[src/rtl/div_unit.sv]
// Radix-2 restoring divider (DIV/DIVU/REM/REMU) answering the RS execution-unit handshake.
// Latency: XLEN+1 cycles from accept to eu_valid_o for a normal divide, 1 cycle for divide-by-zero and signed overflow.
// Backpressure: one operation in flight; eu_ready_o only in IDLE, and the result is held in DONE until eu_ready_i.
module div_unit #(
    parameter int XLEN       = 64,
    parameter int RS_DEPTH   = 4,
    parameter int EU_CTL_LEN = 2,
    parameter int EXCEPT_LEN = 2,
    localparam int IDX_W     = (RS_DEPTH > 1) ? $clog2(RS_DEPTH) : 1,
    localparam int CNT_W     = $clog2(XLEN)
) (
    input  logic                  clk_i,
    input  logic                  rst_n_i,
    input  logic                  flush_i,
    input  logic                  eu_valid_i,
    output logic                  eu_ready_o,
    input  logic [EU_CTL_LEN-1:0] eu_ctl_i,
    input  logic [XLEN-1:0]       eu_rs1_i,
    input  logic [XLEN-1:0]       eu_rs2_i,
    input  logic [IDX_W-1:0]      eu_entry_idx_i,
    output logic                  eu_valid_o,
    input  logic                  eu_ready_i,
    output logic [IDX_W-1:0]      eu_entry_idx_o,
    output logic [XLEN-1:0]       eu_result_o,
    output logic                  eu_except_raised_o,
    output logic [EXCEPT_LEN-1:0] eu_except_code_o
);

    typedef enum logic [1:0] {
        S_IDLE = 2'd0,
        S_CALC = 2'd1,
        S_DONE = 2'd2
    } state_t;

    state_t            r_state;
    state_t            w_state_nxt;

    logic              r_sel_rem;   // 1: return remainder, 0: return quotient
    logic              r_neg_q;
    logic              r_neg_r;
    logic [IDX_W-1:0]  r_idx;
    logic [XLEN-1:0]   r_dvd;       // dividend shifting out, quotient shifting in
    logic [XLEN-1:0]   r_dvsr;
    logic [XLEN-1:0]   r_rem;
    logic [CNT_W-1:0]  r_cnt;
    logic [XLEN-1:0]   r_result;

    logic              w_idle;
    logic              w_accept;
    logic              w_signed;
    logic              w_rs1_neg;
    logic              w_rs2_neg;
    logic [XLEN-1:0]   w_abs1;
    logic [XLEN-1:0]   w_abs2;
    logic              w_div_zero;
    logic              w_ovf;
    logic              w_special;
    logic [XLEN-1:0]   w_special_res;
    logic [XLEN:0]     w_partial;
    logic [XLEN:0]     w_diff;
    logic              w_ge;
    logic [XLEN-1:0]   w_rem_nxt;
    logic [XLEN-1:0]   w_dvd_nxt;
    logic [XLEN-1:0]   w_quot_fix;
    logic [XLEN-1:0]   w_rem_fix;
    logic [XLEN-1:0]   w_final;

    assign w_idle   = (r_state == S_IDLE);
    // flush wins over a simultaneous accept
    assign w_accept = eu_valid_i & w_idle & ~flush_i;

    // Operand preparation and special-case detection on the incoming pair
    assign w_signed      = ~eu_ctl_i[0];
    assign w_rs1_neg     = w_signed & eu_rs1_i[XLEN-1];
    assign w_rs2_neg     = w_signed & eu_rs2_i[XLEN-1];
    assign w_abs1        = w_rs1_neg ? -eu_rs1_i : eu_rs1_i;
    assign w_abs2        = w_rs2_neg ? -eu_rs2_i : eu_rs2_i;
    assign w_div_zero    = (eu_rs2_i == '0);
    assign w_ovf         = w_signed & (eu_rs1_i == {1'b1, {(XLEN-1){1'b0}}}) & (eu_rs2_i == '1);
    assign w_special     = w_div_zero | w_ovf;
    assign w_special_res = w_div_zero ? (eu_ctl_i[1] ? eu_rs1_i : '1)
                                      : (eu_ctl_i[1] ? '0 : eu_rs1_i);

    // One restoring step: a borrow out of the trial subtraction means partial < divisor
    assign w_partial  = {r_rem, r_dvd[XLEN-1]};
    assign w_diff     = w_partial - {1'b0, r_dvsr};
    assign w_ge       = ~w_diff[XLEN];
    assign w_rem_nxt  = w_ge ? w_diff[XLEN-1:0] : w_partial[XLEN-1:0];
    assign w_dvd_nxt  = {r_dvd[XLEN-2:0], w_ge};
    assign w_quot_fix = r_neg_q ? -w_dvd_nxt : w_dvd_nxt;
    assign w_rem_fix  = r_neg_r ? -w_rem_nxt : w_rem_nxt;
    assign w_final    = r_sel_rem ? w_rem_fix : w_quot_fix;

    // State register
    always_ff @(posedge clk_i or negedge rst_n_i) begin
        if (!rst_n_i) r_state <= S_IDLE;
        else          r_state <= w_state_nxt;
    end

    // Next-state and handshake outputs
    always_comb begin
        w_state_nxt = r_state;
        eu_ready_o  = 1'b0;
        eu_valid_o  = 1'b0;
        case (r_state)
            S_IDLE: begin
                eu_ready_o = 1'b1;
                if (w_accept) w_state_nxt = w_special ? S_DONE : S_CALC;
            end
            S_CALC: begin
                if (r_cnt == '0) w_state_nxt = S_DONE;
            end
            S_DONE: begin
                eu_valid_o = 1'b1;
                if (eu_ready_i) w_state_nxt = S_IDLE;
            end
            default: w_state_nxt = S_IDLE;
        endcase
        if (flush_i) w_state_nxt = S_IDLE;
    end

    // Datapath: capture on accept, iterate in CALC, register the sign-fixed result on the last step
    always_ff @(posedge clk_i or negedge rst_n_i) begin
        if (!rst_n_i) begin
            r_sel_rem <= 1'b0;
            r_neg_q   <= 1'b0;
            r_neg_r   <= 1'b0;
            r_idx     <= '0;
            r_dvd     <= '0;
            r_dvsr    <= '0;
            r_rem     <= '0;
            r_cnt     <= '0;
            r_result  <= '0;
        end else if (w_accept) begin
            r_sel_rem <= eu_ctl_i[1];
            r_neg_q   <= w_rs1_neg ^ w_rs2_neg;
            r_neg_r   <= w_rs1_neg;
            r_idx     <= eu_entry_idx_i;
            r_dvd     <= w_abs1;
            r_dvsr    <= w_abs2;
            r_rem     <= '0;
            r_cnt     <= CNT_W'(XLEN - 1);
            if (w_special) r_result <= w_special_res;
        end else if ((r_state == S_CALC) && !flush_i) begin
            r_dvd <= w_dvd_nxt;
            r_rem <= w_rem_nxt;
            r_cnt <= r_cnt - CNT_W'(1);
            if (r_cnt == '0) r_result <= w_final;
        end
    end

    assign eu_entry_idx_o     = r_idx;
    assign eu_result_o        = r_result;
    assign eu_except_raised_o = 1'b0;
    assign eu_except_code_o   = '0;

endmodule

[config.mk]
export PLATFORM = sky130hd
export DESIGN_NAME = div_unit
export DESIGN_NICKNAME = d
export VERILOG_FILES = /design/src/rtl/div_unit.sv
export SDC_FILE = /design/constraint.sdc
export NUM_CORES = 1
export LEC_CHECK = 0
export CORE_MARGIN = 3
export CORE_UTILIZATION = 30
export CTS_CLUSTER_SIZE = 30
export DETAILED_ROUTE_END_ITERATION = 12
export PLACE_DENSITY_LB_ADDON = 0.2
export SLEW_MARGIN = 20
export SYNTH_ARGS = -nofsm -noshare
export SYNTH_HDL_FRONTEND = slang
export SYNTH_SLANG_ARGS = --single-unit
[constraint.sdc]
create_clock -name clk_i -period 7.8 [get_ports clk_i]
set_clock_uncertainty 0.1 [all_clocks]
set_input_delay 2.34 -clock clk_i [delete_from_list [all_inputs] [get_ports clk_i]]
set_output_delay 2.34 -clock clk_i [all_outputs]
set_load 0.005 [all_outputs]
==> results.md <==
* Result of the run: finished, final reports clean
* Placeable Area at 0.0777 mm^2
* Critical Path End: eu_result_o[60]
* Root buf cell: clkbuf_16
* Final-report hold violation count at 0
* Number of ports placed on the die boundary at around 210
* Crit path launch type: register
* Highest fanout seen on the critical path at 15
* CTS clock-pin slew for the worst setup and hold paths at roughly 0.06 ns
* Launching instance or port of the critical path: r_rem[13]
* Reg-to-reg setup timing slack at about 1 ns
* Count of hold-fix buffers inserted at cts at 0
* Placer's final routability congestion estimate at ~0.99
* HPWL after DPL at ~83 mm
* Detail Route Antenna Nets at 0
* Post-DR vias/cell at just under 6
* Setup repair after global routing missed its margin: false
* Synth Warn # at 0
* Routed wire length at ~110 mm
* Part of the Yosys area used for sequential elements at 28.5%
* Pin count of the biggest net entering global routing at roughly 130
* CTS-repair resized insts at 0
* Leftover overflow at the end of global routing at 0
* Iteration-0 DRC count of the detailed router at between 2000 and 3000
* Syn Area/Cell at roughly 7.7 um^2
* Global-route wire length before repair at 159 mm
* Number of flops mapped to enable cells by yosys at 0
* Hold Path Class: reg -> reg
* Fraction of the cycle the final worst path needs at 87.2%
* WP data arrival at 7.17 ns
* Required time reported for the critical path endpoint at between 8 and 9 ns
* Kind of capture point of the worst setup path: register
* Pwr per Cell Area at 481 mW/mm^2
* Post-route DRC violation count at 0
* Transition time at the pin with the least slew margin at roughly 1.1 ns
* Site Rows at roughly 100
* DIE AREA at roughly 0.082 mm^2
* GRT Resource Usage Total at between 20% and 30%
* Leakage power at 11.0 nW
* Clock period minus final worst setup slack at 6.80 ns
* FF+latch count, synth at roughly 270
* Growth of design area from synthesis to finish at 18.1%
* Top achievable clock speed at about 150 MHz
* Ratio of cells with drive above 1 in the final layout at approximately 5.7%
* Endpoints failing setup at 0
* Post-layout net count at between 3000 and 4000
* Die outline width at between 200 and 300 um
* Cell count of the worst reg-to-reg path at 19
* Worst slack at placement at about 0.57 ns
* Async set-reset flop share out of synthesis at 100%
* Vias in the first global route at around 23000
* Vias post-DR at ~25000
* Number of slew-limit violations in the final report at 0
* Crit path kind: reg -> reg
* Worst reg2reg path endpoint: eu_result_o[60]
* Cell count after synthesis at ~3000
* Number of sinks handled by clock tree synthesis at between 200 and 300
* DR pass1 iterations at 6
* Effective utilization at floorplan at slightly above 30%
* Vertical die dimension at roughly 290 um
* Final setup TNS at 0 ns
* Maximum Capacitance Violations at 0
* Worst Setup Slack, final at 0.999 ns
* Number of antenna violations at the first check in global routing at 5
* Area of the mapped netlist at approximately 0.024 mm^2
* Clock Path Buffers at 3
* Number of library cell types mapped by synthesis at a little under 100
* Buffer count from post-CTS setup fixing at 0
* Total of buffers placed on input and output ports at about 200
* CTS Buf Count at 35
* H-Tree Depth at 2
* Clock tree from TritonCTS: built
* Max_slew headroom at around a quarter
* RR Startpoint: r_rem[13]
* Clock network latency to the later pin of the worst-skew pair at 0.57 ns
* Wire length per cell at 25.3 um
* Worst supply voltage drop on vdd at about 370 uV
* Post-synth top flop: dfrtp_1
[layout make-up]
class	count	area, um^2
timing repair buffer	258	2510
clock inverter	9	100
tap	1040	1300
antenna	1	2.50
multi-input combinational	2526	15800
inverter	97	364
clock buffer	53	1040
fill	8272	49800
sequential	269	6730
[layout by cell type (no fill, tap or decap), types with 87 or more instances in the layout]
cell	count
nor3_1	87
o21ai_0	364
dfrtp_1	267
nand2_1	364
clkdlybuf4s50_1	203
nor2_1	232
xor2_1	133
inv_1	94
a21oi_1	249
xnor2_1	149
[logic make-up after synthesis]
kind of cell    synth area share (%)
buf+inv                         4.72
fa+ha+maj                       3.85
other cells                   0.0159
flops                           28.5
mux                             3.06
compound gates                  27.9
xor+xnor                        10.5
simple gates                    21.4
[synth_stat cells, drive strengths merged, types with 37 or more instances]
library cell  number  area, um^2
o21ai            380        1930
nand2            365        1370
dfrtp            269        6730
a21oi            250        1250
nor2             237         900
xnor2            149        1310
clkbuf           148         556
xor2             133        1160
inv               95         357
nor3              87         435
ha                71         888
o31ai             68         538
a22oi             67         503
mux2i             61         611
nand4             56         350
nor4              48         300
or3               43         279
nand3             39         195
buf               38         194
o211ai            37         288
[flip-flops by register name, indices dropped and copies added (netlist names), 2 cells and up]
register	cells
r_dvsr	64
eu_entry_idx_o	2
r_state	2
r_dvd	64
r_cnt	6
eu_result_o	64
r_rem	64
[report_power, final]
part,total (mW),leakage [nW],switching (mW),internal (mW)
registers,2.12,3.52,0.441,1.68
clock network,1.67,0.565,0.708,0.961
logic,9.62,6.94,6.43,3.19
total,13.4,11.0,7.58,5.84
[metal layers]
layer | part of all wire [%] | vias to the layer above | global-route usage, %
li1 | - | 11520 | -
met1 | 46 | 12162 | 36.2
met2 | 45 | 1022 | 39.8
met3 | 6.7 | 161 | 3.57
met4 | 3.2 | 2 | 7.52
met5 | 0.012 | - | 0
[worst min path at each step]
stage,start,end,slack [ns],depth (start not counted)
final,r_dvsr[20],r_dvsr[20],0.38,2
after global routing,r_dvsr[30],r_dvsr[30],0.40,2
after CTS,r_dvsr[60],r_dvsr[60],0.38,2
after detailed placement,eu_result_o[18],eu_result_o[18],0.37,2
after global placement,r_dvsr[21],r_dvsr[21],0.36,2
after floorplan,r_dvsr[10],r_dvsr[10],0.35,2
[stage by stage]
stage | hold WS, ns | power (mW) | area [um^2] | utilization [%] | std cells
5_1_grt | 0.399 | 14.2 | 27900 | 35.9 | 4252
2_1_floorplan | 0.350 | 8.19 | 23600 | - | 3078
6_report | 0.377 | 13.4 | 27900 | 35.9 | 4253
3_5_place_dp | 0.370 | 11.4 | 26700 | 34.4 | 4189
3_3_place_gp | 0.362 | 11.5 | 26700 | 34.4 | 4189
4_1_cts | 0.383 | 13.2 | 27900 | 35.8 | 4251
[critical path, stage by stage (launching register included)]
cell and delay (ns):
dfrtp_1 0.50, ha_1 0.63, nand4_1 0.28, or4_4 0.61, o21ai_4 0.29, a31o_1 0.31
buf_4 0.24, a311oi_4 0.13, nor2_4 0.12, inv_2 0.11, a21oi_1 0.33, ha_1 0.40
nand4_1 0.19, nor4_1 0.53, a21oi_1 0.29, a21o_1 0.29, nor4b_1 0.65, and4b_1 0.34
mux2i_1 0.09, nor3_1 0.24
Power figures use the tool's default switching activity.
